**config.mk**
```make
export PLATFORM = sky130hd
export DESIGN_NAME = windowed_minmax_cmp
export DESIGN_NICKNAME = d
export VERILOG_FILES = /design/src/rtl/windowed_minmax_cmp.sv
export SDC_FILE = /design/constraint.sdc
export NUM_CORES = 1
export LEC_CHECK = 0
export BUFFER_PORTS_ARGS = -buffer_cell sky130_fd_sc_hd__buf_2
export CAP_MARGIN = 10
export CORE_MARGIN = 2
export CORE_UTILIZATION = 55
export DETAILED_ROUTE_END_ITERATION = 6
export GPL_TIMING_DRIVEN = 0
export PLACE_DENSITY = 0.75
export SLEW_MARGIN = 5
export SYNTH_ARGS = -nofsm -noshare
export SYNTH_HDL_FRONTEND = slang
export SYNTH_SLANG_ARGS = --single-unit
```
**constraint.sdc**
```tcl
create_clock -name CLK -period 3.1 [get_ports CLK]
set_input_delay 0 -clock CLK [delete_from_list [all_inputs] [get_ports CLK]]
set_output_delay 0 -clock CLK [all_outputs]
set_load 0.02 [all_outputs]
```
**src/rtl/windowed_minmax_cmp.sv**
```systemverilog
// Streaming window min/max tracker: publishes min, max and their in-window indices
// with a one-cycle o_valid pulse after every WINDOW accepted samples.
module windowed_minmax_cmp #(
  parameter int unsigned WIDTH  = 8,
  parameter bit          SIGNED = 1'b1,
  parameter int unsigned WINDOW = 16,
  localparam int unsigned IW    = $clog2(WINDOW)
) (
  input  logic             CLK,
  input  logic             RESET,
  input  logic [WIDTH-1:0] I,
  input  logic             I_VALID,
  input  logic             CLR,
  output logic [WIDTH-1:0] MIN,
  output logic [WIDTH-1:0] MAX,
  output logic [IW-1:0]    MIN_IDX,
  output logic [IW-1:0]    MAX_IDX,
  output logic             O_VALID,
  output logic             BUSY
);

  localparam logic [IW:0] LAST = (IW+1)'(WINDOW - 1);
  localparam logic [IW:0] ONE  = (IW+1)'(1);

  // One extra bit keeps the subtraction exact, so extreme pairs never overflow.
  function automatic logic le(input logic [WIDTH-1:0] a, input logic [WIDTH-1:0] b);
    logic [WIDTH:0] ae;
    logic [WIDTH:0] be;
    logic [WIDTH:0] diff;
    ae   = {SIGNED & a[WIDTH-1], a};
    be   = {SIGNED & b[WIDTH-1], b};
    diff = ae - be;
    return diff[WIDTH] | (diff == '0);
  endfunction

  logic [IW:0]      count_q;
  logic [WIDTH-1:0] rmin_q, rmax_q;
  logic [IW-1:0]    rmin_idx_q, rmax_idx_q;
  logic [WIDTH-1:0] min_q, max_q;
  logic [IW-1:0]    min_idx_q, max_idx_q;
  logic             o_valid_q, busy_q;

  logic             take_min, take_max;
  logic [WIDTH-1:0] min_d, max_d;
  logic [IW-1:0]    min_idx_d, max_idx_d;

  // Strict compares only, so ties keep the earlier index.
  always_comb begin
    take_min  = (count_q == '0) || !le(rmin_q, I);
    take_max  = (count_q == '0) || !le(I, rmax_q);
    min_d     = take_min ? I : rmin_q;
    max_d     = take_max ? I : rmax_q;
    min_idx_d = take_min ? count_q[IW-1:0] : rmin_idx_q;
    max_idx_d = take_max ? count_q[IW-1:0] : rmax_idx_q;
  end

  always_ff @(posedge CLK) begin
    if (RESET) begin
      count_q    <= '0;
      rmin_q     <= '0;
      rmax_q     <= '0;
      rmin_idx_q <= '0;
      rmax_idx_q <= '0;
      min_q      <= '0;
      max_q      <= '0;
      min_idx_q  <= '0;
      max_idx_q  <= '0;
      o_valid_q  <= 1'b0;
      busy_q     <= 1'b0;
    end else begin
      o_valid_q <= 1'b0;
      if (CLR) begin
        count_q <= '0;
        busy_q  <= 1'b0;
      end else if (I_VALID) begin
        rmin_q     <= min_d;
        rmax_q     <= max_d;
        rmin_idx_q <= min_idx_d;
        rmax_idx_q <= max_idx_d;
        if (count_q == LAST) begin
          count_q   <= '0;
          busy_q    <= 1'b0;
          min_q     <= min_d;
          max_q     <= max_d;
          min_idx_q <= min_idx_d;
          max_idx_q <= max_idx_d;
          o_valid_q <= 1'b1;
        end else begin
          count_q <= count_q + ONE;
          busy_q  <= 1'b1;
        end
      end
    end
  end

  assign MIN     = min_q;
  assign MAX     = max_q;
  assign MIN_IDX = min_idx_q;
  assign MAX_IDX = max_idx_q;
  assign O_VALID = o_valid_q;
  assign BUSY    = busy_q;

endmodule

```
==> results_tabular.tex <==
\begin{tabular}{lr}
\hline
Metric & Value \\
\hline
\multicolumn{2}{l}{\textbf{Critical path}} \\
\quad Kind of critical path & reg2reg \\
\quad Crit Reg-Reg Endpoint & MAX[0] \\
\quad Reg-to-Reg Start & rmax\_q[0] \\
\quad Endpoint class of the critical path & register \\
\quad Worst R2R Setup Slack & between 0.1 and 0.15 ns \\
\quad Peak fanout along the critical path & 10 \\
\quad Number of cells traversed by the worst register-to-register path & 10 \\
\quad Worst setup SP type & register \\
\quad Worst setup endpoint & MAX[0] \\
\quad Critical Path Start & rmax\_q[0] \\
\quad Worst endpoint data arrival time & about 3.2 ns \\
\quad Data required time at the worst endpoint & around 3.3 ns \\
\multicolumn{2}{l}{\textbf{Layout}} \\
\quad Final std cells w/o fill & slightly above 500 \\
\quad Leading cell types in the layout, fill and taps excluded & 55 x dfxtp\_1, 53 x nor2\_1, 38 x buf\_2 \\
\quad Total area of multi-input combinational cells & 1980 sq um \\
\quad Final layout net count & 465 \\
\quad Footprint of the flip-flops and latches & 1100 sq um \\
\quad Area overhead of the layout relative to synthesis & 16.5\% \\
\quad \# fillers & roughly 480 \\
\quad Proportion of layout cells with a drive suffix above 1 & 15.7\% \\
\quad Ant. Diodes & 0 \\
\quad Final core area utilization & between 60\% and 70\% \\
\quad Most frequent standard cell in the layout excluding fill and tap cells & dfxtp\_1 \\
\multicolumn{2}{l}{\textbf{Power and ir drop}} \\
\quad Ratio of total power to cell area & $\sim$420 nW/um\^{}2 \\
\quad Worst vdd rail ir drop & 0.275 mV \\
\quad Leakage power of the design & $\sim$1.5 nW \\
\multicolumn{2}{l}{\textbf{Yosys}} \\
\quad Area share of the largest cell type after synthesis & 34.4\% \\
\quad Post-synthesis cell area & roughly 3200 sq um \\
\quad Post-Syn Nets & 414 \\
\quad Warnings, synthesis & 0 \\
\quad Synthesized instance count & around 380 \\
\quad Proportion of register bits with asynchronous set or reset after synthesis & 0\% \\
\quad Number of flops mapped to enable cells by yosys & 0 \\
\quad Register bit total from synthesis & 55 \\
\quad Number of distinct library cells after synthesis & 49 \\
\quad Main synth FF type & dfxtp\_1 \\
\quad Portion of the post-synthesis area used by sequential elements & $\sim$34\% \\
\quad Main area contributors after synthesis & dfxtp\_1 34\%, mux2i\_1 11\%, ha\_1 7.0\% \\
\quad Area leader, netlist & dfxtp\_1 \\
\quad Mapped Avg Cell Area & about 8.4 sq um \\
\multicolumn{2}{l}{\textbf{Routing}} \\
\quad Routed wire length & around 7700 um \\
\quad Post-detailed-route wirelength per cell & approximately 15 um \\
\quad Number of remaining DRC errors & 0 \\
\quad Via/cell ratio & 5.79 \\
\quad Number of DRC markers after the initial detailed-route iteration & between 150 and 200 \\
\quad Detailed-route via count & between 2000 and 3000 \\
\quad Initial DRT Pass Iterations & 4 \\
\quad Residual antenna-violating net count after detailed routing & 0 \\
\multicolumn{2}{l}{\textbf{Timing}} \\
\quad Top achievable clock speed & 0.336 GHz \\
\quad Setup violation total in the final timing report & 0 \\
\quad Worst slew pin tran & $\sim$0.8 ns \\
\quad Number of slew-limit violations in the final report & 0 \\
\quad Time the final worst path needs with I/O delays and setup & 2.98 ns \\
\quad Maximum clock skew at final layout & 0.0102 ns \\
\quad RSZ-0062 raised after global routing & no \\
\quad Worst slew margin & between 40 and 50\% \\
\quad Tcrit/Tclk final & $\sim$96\% \\
\quad Final-report hold violation count & 0 \\
\multicolumn{2}{l}{\textbf{Floorplanning}} \\
\quad Effective utilization at floorplan & between 50\% and 60\% \\
\quad Site Rows & 27 \\
\quad Die outline width & about 80 um \\
\quad Count of pins on the block boundary & 38 \\
\quad Core region area & around 5600 sq um \\
\quad Die span in y & around 80 um \\
\quad Area of the die & between 6000 and 7000 sq um \\
\multicolumn{2}{l}{\textbf{Global routing}} \\
\quad Number of global-route vias before repair & around 2700 \\
\quad GRT Util Overall & between 20\% and 30\% \\
\quad Initial antenna violation count & 0 \\
\quad Pin count of the biggest net entering global routing & 17 \\
\quad Total gr overflow & 0 \\
\quad First-pass GRT wire length & 12700 um \\
\multicolumn{2}{l}{\textbf{Worst hold path}} \\
\quad Class of the tightest hold or removal check & in2reg \\
\multicolumn{2}{l}{\textbf{CTS}} \\
\quad Clock transition at the register clock pins on the worst setup and hold paths after CTS & around 0.10 ns \\
\quad Clock latency reported for the late side of the worst-skew pair & approximately 0.31 ns \\
\quad Clock net sink count & 55 \\
\quad Maximum root-to-sink buffer count & 2 \\
\quad Number of H-tree levels & 2 \\
\quad CTS tree & built \\
\quad Number of CTS-inserted buffers & 5 \\
\quad Clk Tree Root Cell & clkbuf\_8 \\
\multicolumn{2}{l}{\textbf{Place}} \\
\quad Cells after DPL & 490 \\
\quad Placer Congestion & 0.807 \\
\quad Port Buf Inserts & 36 \\
\quad Post-detailed-placement half-perimeter wirelength & $\sim$5700 um \\
\multicolumn{2}{l}{\textbf{Run status}} \\
\quad Run status & complete, no violations \\
\multicolumn{2}{l}{\textbf{Flow run}} \\
\quad Count of maximum capacitance violations & 0 \\
\hline
\end{tabular}
-- metal layers --
layer / global-route usage [%] / vias to the layer above / routed length [um]
met5: 0 / - / 0
met4: 5.42 / 0 / 48
met3: 3.93 / 7 / 378
met2: 42.1 / 65 / 3690
met1: 34.0 / 1403 / 3610
li1: - / 1455 / -
-- cell usage after synthesis (all sizes together) (2+ instances only) --
master / n
and2: 2
nand2: 21
mux2i: 34
a211o: 2
or4: 2
dfxtp: 55
ha: 18
o211ai: 2
o2bb2ai: 10
nor3: 7
nand2b: 24
nor2b: 3
a21oi: 14
clkbuf: 17
inv: 25
nor4: 2
nand3: 2
o21a: 6
or2: 3
a41oi: 2
nor2: 53
buf: 4
o31a: 3
a211oi: 14
xor2: 5
or4b: 2
a21boi: 2
fa: 2
o21ai: 28
a31oi: 2
a32o: 2
-- flip-flops by register name, indices dropped and copies added, names as in the netlist, 5 cells and up --
| name | count |
|---|---|
| MAX | 8 |
| MIN | 8 |
| rmax_q | 8 |
| rmin_q | 8 |
| count_q | 5 |
-- worst min-delay path by stage --
stage / from / to / slack (ns) / cells past startpoint
CTS: I[3] / rmax_q[3] / 0.003 / 3
global route: I[2] / rmax_q[2] / 0.01 / 3
detailed placement: CLR / count_q[4] / 0.30 / 4
global placement: CLR / count_q[4] / 0.29 / 4
floorplan: I[0] / rmax_q[0] / 0.13 / 2
finish: I[3] / rmax_q[3] / 0.004 / 3
-- cell type report --
class	count	share of cell area (%)
multi-input cells	281	53.0
clock buffers	6	1.94
plain buffers	21	2.48
inverters	25	2.51
repair buffers	44	6.57
flip-flops and latches	55	29.5
well taps	72	2.41
clock inverters	2	1.61
-- cell families after synthesis --
group	after synthesis	share of synthesized area [%]
simple gates	126	19.1
compound gates	96	20.5
flops	55	34.4
buf+inv	46	5.82
mux	34	10.6
fa+ha+maj	20	8.28
xor+xnor	5	1.37
-- what timing repair did --
action / in CTS / in global routing
gates resized for setup: 4 / 6
setup endpoints to repair: 20 / 42
gates cloned: 0 / 0
setup buffers: 1 / 5
pin swaps: 2 / 4
hold buffers: 2 / 0
hold endpoints to repair: 2 / 0
-- power breakdown --
group,internal [mW],switching [mW]
Sequential,0.719,0.0115
Clock,0.323,0.231
Combinational,0.126,0.170
Total,1.17,0.412
-- critical path, cell delays in order (launching register included) --
cell	delay [ns]
dfxtp_1	0.35
ha_1	0.22
fa_2	0.35
or4b_1	0.52
nor4_1	0.19
a21oi_1	0.09
a221oi_2	0.36
o2111ai_4	0.24
and2_4	0.24
buf_6	0.15
mux2i_2	0.16
-- per-stage QoR --
stage / setup WS (ns) / power [mW] / hold WS, ns / instance area (sq um) / setup TNS [ns]
final: 0.124 / 1.58 / 0.00409 / 3730 / 0
after global routing: 0.0497 / 1.64 / 0.0130 / 3730 / 0
after CTS: 0.0133 / 1.56 / 0.00314 / 3660 / 0
after detailed placement: -0.139 / 1.01 / 0.297 / 3470 / -1.46
after global placement: -0.0604 / 1.01 / 0.294 / 3470 / -0.538
after floorplan: 0.320 / 0.944 / 0.134 / 3200 / 0
Power figures use the tool's default switching activity.
